File: config.mk
export PLATFORM = sky130hd
export DESIGN_NAME = array_shift_engine_flat
export DESIGN_NICKNAME = d
export VERILOG_FILES = /design/src/rtl/array_shift_pkg.sv /design/src/rtl/array_shift_engine_if.sv /design/src/rtl/array_heap_ram.sv /design/src/rtl/array_shift_engine.sv /design/src/flat_wrapper.sv
export SDC_FILE = /design/constraint.sdc
export NUM_CORES = 1
export LEC_CHECK = 0
export CAP_MARGIN = 10
export CORE_UTILIZATION = 40
export DETAILED_ROUTE_END_ITERATION = 7
export HOLD_SLACK_MARGIN = 0.02
export PLACE_DENSITY = 0.56
export SLEW_MARGIN = 20
export SYNTH_ARGS = -nofsm -noshare
export SYNTH_HDL_FRONTEND = slang
export SYNTH_SLANG_ARGS = --single-unit
File: constraint.sdc
create_clock -name clock -period 13.04 [get_ports clock]
set_clock_uncertainty 0.05 [all_clocks]
set_input_delay 2.608 -clock clock [delete_from_list [all_inputs] [get_ports clock]]
set_output_delay 2.608 -clock clock [all_outputs]
set_load 0.01 [all_outputs]
File: src/rtl/array_shift_pkg.sv
// Shared types and default widths for the array shift engine.
package array_shift_pkg;

    localparam int DEF_ELEM_W   = 12;
    localparam int DEF_N_AREA   = 4;
    localparam int DEF_N_ARRAYS = 2;

    typedef enum logic [1:0] {
        OP_WRITE      = 2'd0,
        OP_RESIZE     = 2'd1,
        OP_SHIFT_UP   = 2'd2,
        OP_SHIFT_DOWN = 2'd3
    } op_t;

    typedef enum logic [2:0] {
        S_IDLE   = 3'd0,
        S_CHECK  = 3'd1,
        S_MOVE   = 3'd2,
        S_COMMIT = 3'd3,
        S_DONE   = 3'd4
    } state_t;

endpackage

File: src/rtl/array_shift_engine_if.sv
// Command port and read port of the array shift engine.
interface array_shift_engine_if #(
    parameter int MemoryElementWidth = 12
);

    logic                          cmd_valid;
    logic                          cmd_ready;
    logic [1:0]                    cmd_op;
    logic [MemoryElementWidth-1:0] cmd_array;
    logic [MemoryElementWidth-1:0] cmd_index;
    logic [MemoryElementWidth-1:0] cmd_value;
    logic                          done;
    logic                          err;
    logic [MemoryElementWidth-1:0] result;
    logic [MemoryElementWidth-1:0] rd_array;
    logic [MemoryElementWidth-1:0] rd_index;
    logic [MemoryElementWidth-1:0] rd_data;
    logic [MemoryElementWidth-1:0] rd_size;

    modport master (
        output cmd_valid, cmd_op, cmd_array, cmd_index, cmd_value, rd_array, rd_index,
        input  cmd_ready, done, err, result, rd_data, rd_size
    );

    modport slave (
        input  cmd_valid, cmd_op, cmd_array, cmd_index, cmd_value, rd_array, rd_index,
        output cmd_ready, done, err, result, rd_data, rd_size
    );

endinterface

File: src/rtl/array_heap_ram.sv
// Heap storage: one synchronous write port, an asynchronous mover read
// port and a registered fetch read port.
module array_heap_ram #(
    parameter int W     = 12,
    parameter int DEPTH = 8,
    parameter int AW    = 3
) (
    input  logic          clock,
    input  logic          reset,
    input  logic          we,
    input  logic [AW-1:0] waddr,
    input  logic [W-1:0]  wdata,
    input  logic [AW-1:0] mv_addr,
    output logic [W-1:0]  mv_data,
    input  logic          rd_en,
    input  logic [AW-1:0] rd_addr,
    output logic [W-1:0]  rd_data
);

    logic [W-1:0] mem [DEPTH];

    // Heap write; contents are deliberately not reset.
    always_ff @(posedge clock) begin
        if (we) begin
            mem[waddr] <= wdata;
        end
    end

    assign mv_data = mem[mv_addr];

    // Fetch port register; a same-edge write is not forwarded, so the old value is returned.
    always_ff @(posedge clock or negedge reset) begin
        if (!reset) begin
            rd_data <= '0;
        end else begin
            rd_data <= rd_en ? mem[rd_addr] : '0;
        end
    end

endmodule

File: src/rtl/array_shift_engine.sv
// Multi-cycle array instruction engine: moves one heap element per clock
// for inserts and deletes, and owns the per-array size table.
module array_shift_engine
    import array_shift_pkg::*;
#(
    parameter int MemoryElementWidth = DEF_ELEM_W,
    parameter int NArea              = DEF_N_AREA,
    parameter int NArrays            = DEF_N_ARRAYS,
    parameter int AW                 = $clog2(NArea*NArrays)
) (
    input  logic                  clock,
    input  logic                  reset,
    array_shift_engine_if.slave   bus
);

    localparam int W  = MemoryElementWidth;
    localparam int SW = (NArrays > 1) ? $clog2(NArrays) : 1;
    localparam logic [W-1:0] AREA_W   = W'(NArea);
    localparam logic [W-1:0] ARRAYS_W = W'(NArrays);

    state_t state, state_nx;
    logic   accept;

    op_t          op_q;
    logic [W-1:0] arr_q, idx_q, val_q;
    logic [W-1:0] size_tab [NArrays];
    logic [W-1:0] size_q, k_q, cnt_q, result_q;
    logic         err_q;

    logic          arr_bad;
    logic [SW-1:0] arr_sel;
    logic [AW-1:0] cur_base;
    logic [W-1:0]  cur_size;
    logic          chk_err;
    logic [W-1:0]  chk_moves, chk_k, chk_result;
    logic [W-1:0]  commit_size;

    logic          we;
    logic [AW-1:0] waddr, mv_addr, rd_addr;
    logic [W-1:0]  wdata, mv_data;
    logic          rd_ok;

    assign accept   = bus.cmd_valid && (state == S_IDLE);
    assign arr_bad  = (arr_q >= ARRAYS_W);
    assign arr_sel  = SW'(arr_q);
    assign cur_base = AW'(arr_q) * AW'(NArea);
    assign cur_size = arr_bad ? '0 : size_tab[arr_sel];

    // State register.
    always_ff @(posedge clock or negedge reset) begin
        if (!reset) begin
            state <= S_IDLE;
        end else begin
            state <= state_nx;
        end
    end

    // Next-state: illegal commands skip straight to DONE, zero-move commands skip MOVE.
    always_comb begin
        state_nx = state;
        case (state)
            S_IDLE:   if (accept) state_nx = S_CHECK;
            S_CHECK:  state_nx = chk_err ? S_DONE : ((chk_moves != '0) ? S_MOVE : S_COMMIT);
            S_MOVE:   if (cnt_q == W'(1)) state_nx = S_COMMIT;
            S_COMMIT: state_nx = S_DONE;
            S_DONE:   state_nx = S_IDLE;
            default:  state_nx = S_IDLE;
        endcase
    end

    // Outputs decoded from the state register; err and result are only shown alongside done.
    always_comb begin
        bus.cmd_ready = (state == S_IDLE);
        bus.done      = (state == S_DONE);
        bus.err       = (state == S_DONE) && err_q;
        bus.result    = (state == S_DONE) ? result_q : '0;
    end

    // Legality check, move count, starting position and retire value for the latched command.
    always_comb begin
        chk_err    = arr_bad;
        chk_moves  = '0;
        chk_k      = '0;
        chk_result = '0;
        case (op_q)
            OP_WRITE: begin
                chk_err    = chk_err | (idx_q >= AREA_W);
                chk_result = (idx_q >= cur_size) ? (idx_q + W'(1)) : cur_size;
            end
            OP_RESIZE: begin
                chk_err    = chk_err | (idx_q > AREA_W);
                chk_result = idx_q;
            end
            OP_SHIFT_UP: begin
                chk_err    = chk_err | (cur_size == AREA_W) | (idx_q > cur_size);
                chk_moves  = cur_size - idx_q;
                chk_k      = cur_size;
                chk_result = cur_size + W'(1);
            end
            OP_SHIFT_DOWN: begin
                chk_err    = chk_err | (cur_size == '0) | (idx_q >= cur_size);
                chk_moves  = cur_size - idx_q - W'(1);
                chk_k      = idx_q;
                chk_result = mv_data;
            end
            default: ;
        endcase
        if (chk_err) begin
            chk_moves  = '0;
            chk_result = '0;
        end
    end

    // Command fields captured on the accept edge.
    always_ff @(posedge clock) begin
        if (accept) begin
            op_q  <= op_t'(bus.cmd_op);
            arr_q <= bus.cmd_array;
            idx_q <= bus.cmd_index;
            val_q <= bus.cmd_value;
        end
    end

    // Mover bookkeeping: loaded in CHECK, then one step per MOVE edge.
    always_ff @(posedge clock) begin
        if (state == S_CHECK) begin
            err_q    <= chk_err;
            result_q <= chk_result;
            size_q   <= cur_size;
            k_q      <= chk_k;
            cnt_q    <= chk_moves;
        end else if (state == S_MOVE) begin
            cnt_q <= cnt_q - W'(1);
            k_q   <= (op_q == OP_SHIFT_UP) ? (k_q - W'(1)) : (k_q + W'(1));
        end
    end

    // Mover read: the element being removed in CHECK, the neighbour of k during MOVE.
    always_comb begin
        mv_addr = cur_base + AW'(idx_q);
        if (state == S_MOVE) begin
            if (op_q == OP_SHIFT_UP) begin
                mv_addr = cur_base + AW'(k_q - W'(1));
            end else begin
                mv_addr = cur_base + AW'(k_q + W'(1));
            end
        end
    end

    // Heap write: shifted element during MOVE, inserted value or vacated tail in COMMIT.
    always_comb begin
        we    = 1'b0;
        waddr = cur_base + AW'(k_q);
        wdata = mv_data;
        if (state == S_MOVE) begin
            we = 1'b1;
        end else if (state == S_COMMIT) begin
            case (op_q)
                OP_WRITE, OP_SHIFT_UP: begin
                    we    = 1'b1;
                    waddr = cur_base + AW'(idx_q);
                    wdata = val_q;
                end
                OP_SHIFT_DOWN: begin
                    we    = 1'b1;
                    waddr = cur_base + AW'(size_q - W'(1));
                    wdata = '0;
                end
                default: ;
            endcase
        end
    end

    assign commit_size = (op_q == OP_SHIFT_DOWN) ? (size_q - W'(1)) : result_q;

    // Size table: cleared by reset, updated once per legal command in COMMIT.
    always_ff @(posedge clock or negedge reset) begin
        if (!reset) begin
            for (int i = 0; i < NArrays; i++) begin
                size_tab[i] <= '0;
            end
        end else if (state == S_COMMIT) begin
            size_tab[arr_sel] <= commit_size;
        end
    end

    assign rd_ok   = (bus.rd_array < ARRAYS_W) && (bus.rd_index < AREA_W);
    assign rd_addr = AW'(bus.rd_array) * AW'(NArea) + AW'(bus.rd_index);

    // Fetch-side size register, independent of the command state.
    always_ff @(posedge clock or negedge reset) begin
        if (!reset) begin
            bus.rd_size <= '0;
        end else begin
            bus.rd_size <= (bus.rd_array < ARRAYS_W) ? size_tab[SW'(bus.rd_array)] : '0;
        end
    end

    array_heap_ram #(
        .W     (W),
        .DEPTH (NArea*NArrays),
        .AW    (AW)
    ) u_heap (
        .clock   (clock),
        .reset   (reset),
        .we      (we),
        .waddr   (waddr),
        .wdata   (wdata),
        .mv_addr (mv_addr),
        .mv_data (mv_data),
        .rd_en   (rd_ok),
        .rd_addr (rd_addr),
        .rd_data (bus.rd_data)
    );

endmodule

File: src/flat_wrapper.sv
// flat-port wrapper written by rule: the top's interface ports become plain ports
module array_shift_engine_flat import array_shift_pkg::*;
#(
    parameter int MemoryElementWidth = DEF_ELEM_W,
    parameter int NArea              = DEF_N_AREA,
    parameter int NArrays            = DEF_N_ARRAYS,
    parameter int AW                 = $clog2(NArea*NArrays)
)
  (clock, reset, bus_cmd_valid, bus_cmd_op, bus_cmd_array, bus_cmd_index, bus_cmd_value, bus_rd_array, bus_rd_index, bus_cmd_ready, bus_done, bus_err, bus_result, bus_rd_data, bus_rd_size);
  array_shift_engine_if #(.MemoryElementWidth(MemoryElementWidth)) bus_i ();
  input  logic clock;
  input  logic reset;
  input wire logic [$bits(bus_i.cmd_valid)-1:0] bus_cmd_valid;
  input wire logic [$bits(bus_i.cmd_op)-1:0] bus_cmd_op;
  input wire logic [$bits(bus_i.cmd_array)-1:0] bus_cmd_array;
  input wire logic [$bits(bus_i.cmd_index)-1:0] bus_cmd_index;
  input wire logic [$bits(bus_i.cmd_value)-1:0] bus_cmd_value;
  input wire logic [$bits(bus_i.rd_array)-1:0] bus_rd_array;
  input wire logic [$bits(bus_i.rd_index)-1:0] bus_rd_index;
  output wire logic [$bits(bus_i.cmd_ready)-1:0] bus_cmd_ready;
  output wire logic [$bits(bus_i.done)-1:0] bus_done;
  output wire logic [$bits(bus_i.err)-1:0] bus_err;
  output wire logic [$bits(bus_i.result)-1:0] bus_result;
  output wire logic [$bits(bus_i.rd_data)-1:0] bus_rd_data;
  output wire logic [$bits(bus_i.rd_size)-1:0] bus_rd_size;
  assign bus_i.cmd_valid = bus_cmd_valid;
  assign bus_i.cmd_op = bus_cmd_op;
  assign bus_i.cmd_array = bus_cmd_array;
  assign bus_i.cmd_index = bus_cmd_index;
  assign bus_i.cmd_value = bus_cmd_value;
  assign bus_i.rd_array = bus_rd_array;
  assign bus_i.rd_index = bus_rd_index;
  assign bus_cmd_ready = bus_i.cmd_ready;
  assign bus_done = bus_i.done;
  assign bus_err = bus_i.err;
  assign bus_result = bus_i.result;
  assign bus_rd_data = bus_i.rd_data;
  assign bus_rd_size = bus_i.rd_size;
  array_shift_engine #(.MemoryElementWidth(MemoryElementWidth), .NArea(NArea), .NArrays(NArrays), .AW(AW)) u_core (.clock(clock), .reset(reset), .bus(bus_i));
endmodule
==> impl_metrics.csv <==
group,metric,value,unit
die,io-pin-count,104,
timing,timing.final.setup_violations,0,
global_routing,grt_max_degree,70,
final_layout,num-nets-final,1198,
final_layout,most-common-layout-cells,"174 x edfxtp_1, 110 x nand2_1, 102 x clkdlybuf4s50_1",
global_routing,grt_use_total,21.9,%
synth,mappedNetlistNets,1108,
global_routing,grt_pass1_wl,50900,um
die,std_cell_rows,63,
critical_path,setup.worst_path.start_class,"flop",
pwr,worst_ir_drop_vdd,0.0940,mV
place,pre_cts_ws,7.73,ns
critical_path,crit_chain,"or4_4, nor3_4, nand2b_1, ha_1, inv_1, fa_1, o21ai_0, o21ai_1, o21a_1, o21ai_1, a221oi_2, nor2_2, or3_1, o21ai_1",
pwr,leakagePower,0.00478,uW
final_layout,antennaDiodeCount,0,
pwr,overall_power,1710,uW
critical_path,worstPathArrival,5.61,ns
cts,cts_tree,"yes",
final_layout,layout-area-overhead-vs-synth,18.7,%
synth,yosysUniqueCellTypes,82,
detailed_routing,route.layer.met1.wl,15700,um
detailed_routing,detail_route.vias_per_cell,5.76,
synth,mean_post_synth_cell_area,11.9,um2
detailed_routing,detail_route.wirelength,34000,um
timing,timing.setup.tns,0,ns
timing,worst_margin_slew,1.12,ns
run_status,run_status,"finished clean",
die,floorplan.initialDensity,40.8,%
detailed_routing,met2_wl_post_dr,15400,um
synth,synth.ff_latch_count,225,
pwr,power_density,119,nW/um2
final_layout,mostFrequentLayoutCell,"edfxtp_1",
critical_path,crit_path_max_fanout,17,
flow_run,drv_cap,0,
cts,cts.hold.buffers_added,0,
final_layout,final.fill_count,2680,
die,dieArea,31000,um2
synth,synthesis.yosys.warnings,0,
synth,share_of_synthesized_area_occupied_by_flip_flops_and_latches,53.6,%
critical_path,critical-path-top-cell-by-count,"o21ai_1",
detailed_routing,drt_iter0_markers,771,
cts,cts_root_buffer,"clkbuf_16",
timing,highest_clock_rate,189,MHz
synth,synth_edf_count,174,
final_layout,area_of_all_sequential_standard_cells,6500,um2
timing,final_min_period_over_clock_period,40.5,%
global_routing,grt_overflow,0,
detailed_routing,detail_route.drc_violations,0,
detailed_routing,highest-signal-layer,"met4",
cts,tritoncts.num_buffers,25,
final_layout,final_layout_size_suffix_gt1_share,14.1,%
hold_path,hp-class,"flop to flop",
die,die_w,176,um
global_routing,grt_pass1_vias,8398,
critical_path,timing.critical_path.buf_inv,1,
final_layout,area_of_the_multi_input_gates,5320,um2
cts,ctsLongestPathBuffers,3,
final_layout,final_cell_area,14400,um2
detailed_routing,drt_first_pass_iters,5,
critical_path,worst-endpoint-required,13.37,ns
place,dp_hpwl,23600,um
timing,final_number_of_hold_violating_endpoints,0,
critical_path,crit_path_end_kind,"flop",
detailed_routing,post_route_ant_nets,0,
cts,clkTransAtPathRegs,0.06,ns
detailed_routing,vias,8759,
place,gp_congestion,0.862,
cts,cts_htree_levels,1,
synth,async_flop_share,22.7,%
global_routing,grt_antenna_before_repair,0,
synth,number_of_instances_in_the_synthesized_netlist,1021,
critical_path,crit_path_kind,"flop to flop",
timing,final.min_clock_period,5.29,ns
timing,rsz0062_at_grt,"no",
synth,synth_top_flop_cell,"edfxtp_1",
cts,post_cts_resized,0,
die,area_of_the_core_region,29700,um2
cts,clock-sinks,225,
timing,timing.max_slew.rel_slack,23.2,%
timing,setup_slack,7.75,ns
cts,postCtsSetupBuffers,0,
cts,clock_insertion_delay_worst_skew,0.53,ns
synth,post_synth_instance_area,12100,um2
die,die-height,176,um
critical_path,cp_slowest_stage_delay,0.82,ns
critical_path,timing.critical_path.max_delay_family,"simple AND/OR/NAND/NOR gates",
critical_path,cpMaxStageDelayCell,"a221oi_2",
place,io_buffers,103,
detailed_routing,wl_per_cell,22.4,um
timing,timing_max_transition_violations_final,0,
detailed_routing,met3_wirelength,2320,um
place,detailed_place.area,13600,um2
## layout make-up
| type | instances | area share, % |
|---|---|---|
| Clock buffer | 32 | 4.67 |
| Clock inverter | 14 | 0.965 |
| Inverter | 36 | 1.03 |
| Multi-Input combinational cell | 707 | 37.0 |
| Sequential cell | 225 | 45.2 |
| Tap cell | 390 | 3.39 |
| Timing Repair Buffer | 116 | 7.81 |
## worst reg2reg max path, stage by stage, from the launching register on
cell      delay, ns
edfxtp_1       0.38
or4_4          0.60
nor3_4         0.43
nand2b_1       0.23
ha_1           0.28
inv_1          0.07
fa_1           0.31
o21ai_0        0.19
o21ai_1        0.49
o21a_1         0.22
o21ai_1        0.10
a221oi_2       0.82
nor2_2         0.43
or3_1          0.46
o21ai_1        0.08
## kinds of logic after synthesis
family | synth area share [%]
simple gates | 13.1
mux | 13.0
flops | 53.6
xor+xnor | 3.68
compound gates | 11.1
fa+ha+maj | 2.50
buf+inv | 3.06
## cell usage after synthesis, types with 5 or more instances
library cell | count | area, um2
inv_1 | 34 | 128
mux2_2 | 11 | 124
xor2_1 | 15 | 131
buf_1 | 8 | 30.0
buf_2 | 8 | 40.0
o211ai_1 | 10 | 75.1
nand3_1 | 22 | 110
a21oi_1 | 64 | 320
o221ai_1 | 6 | 52.6
dfrtp_1 | 51 | 1280
and3_1 | 6 | 37.5
mux4_2 | 48 | 1080
clkbuf_1 | 35 | 131
nand2_1 | 110 | 413
o21ai_1 | 7 | 35.0
ha_1 | 21 | 263
and2_1 | 19 | 119
or3_1 | 8 | 50.1
nor2_1 | 84 | 315
a31oi_1 | 7 | 43.8
nor4_1 | 13 | 81.3
a211oi_1 | 6 | 45.0
xnor2_1 | 31 | 272
o22ai_1 | 13 | 81.3
nor3_1 | 20 | 100
nand2b_1 | 7 | 43.8
edfxtp_1 | 174 | 5230
o21ai_0 | 58 | 290
or4_1 | 5 | 37.5
mux2i_1 | 37 | 370
## flip-flops by register name (all words and copies together), names as in the netlist, 3 cells and up
| name | cells |
|---|---|
| u_core.val_q | 12 |
| u_core.cnt_q | 12 |
| u_core.bus.rd_size | 12 |
| u_core.arr_q | 12 |
| u_core.u_heap.rd_data | 12 |
| u_core.u_heap.mem | 96 |
| u_core.k_q | 3 |
| u_core.state | 3 |
| u_core.size_q | 12 |
| u_core.size_tab | 24 |
| u_core.idx_q | 12 |
| u_core.result_q | 12 |
## power by group
group	switching [uW]	total (uW)	internal, uW
logic	113	191	77.9
registers	22.0	821	799
clock network	291	697	406
total	426	1710	1280
## routing by layer
layer	vias to the layer above	global-route usage (%)
met2	319	34.1
met3	41	3.34
met1	4365	32.5
met4	0	4.53
li1	4034	-
met5	-	0
## stage by stage
stage / instances / utilization [%] / hold WS (ns)
finish: 1520 / 48.4 / 0.486
floorplan: 1021 / - / 0.416
global route: 1520 / 48.4 / 0.511
detailed placement: 1474 / 45.7 / 0.475
global placement: 1474 / 45.7 / 0.463
CTS: 1520 / 48.4 / 0.489
## final timing paths
check                                                     from  slack [ns]  cells after the start                                 end
worst max-delay path                 u_core.arr_q[5]$_DFFE_PP_        7.75                     14           u_core.cnt_q[1]$_DFFE_PP_
worst min-delay path            u_core.size_tab[3]$_DFFE_PN0P_        0.49                      1      u_core.size_tab[3]$_DFFE_PN0P_
worst max register to register       u_core.arr_q[5]$_DFFE_PP_        7.75                     14           u_core.cnt_q[1]$_DFFE_PP_
worst min register to register  u_core.size_tab[3]$_DFFE_PN0P_        0.49                      1      u_core.size_tab[3]$_DFFE_PN0P_
max in group asynchronous                                reset       10.27                      2  u_core.u_heap.rd_data[2]$_DFF_PN0_
min in group asynchronous                                reset        2.16                      2     u_core.size_tab[17]$_DFFE_PN0P_
Note: power is estimated with default switching activity, not from simulation.
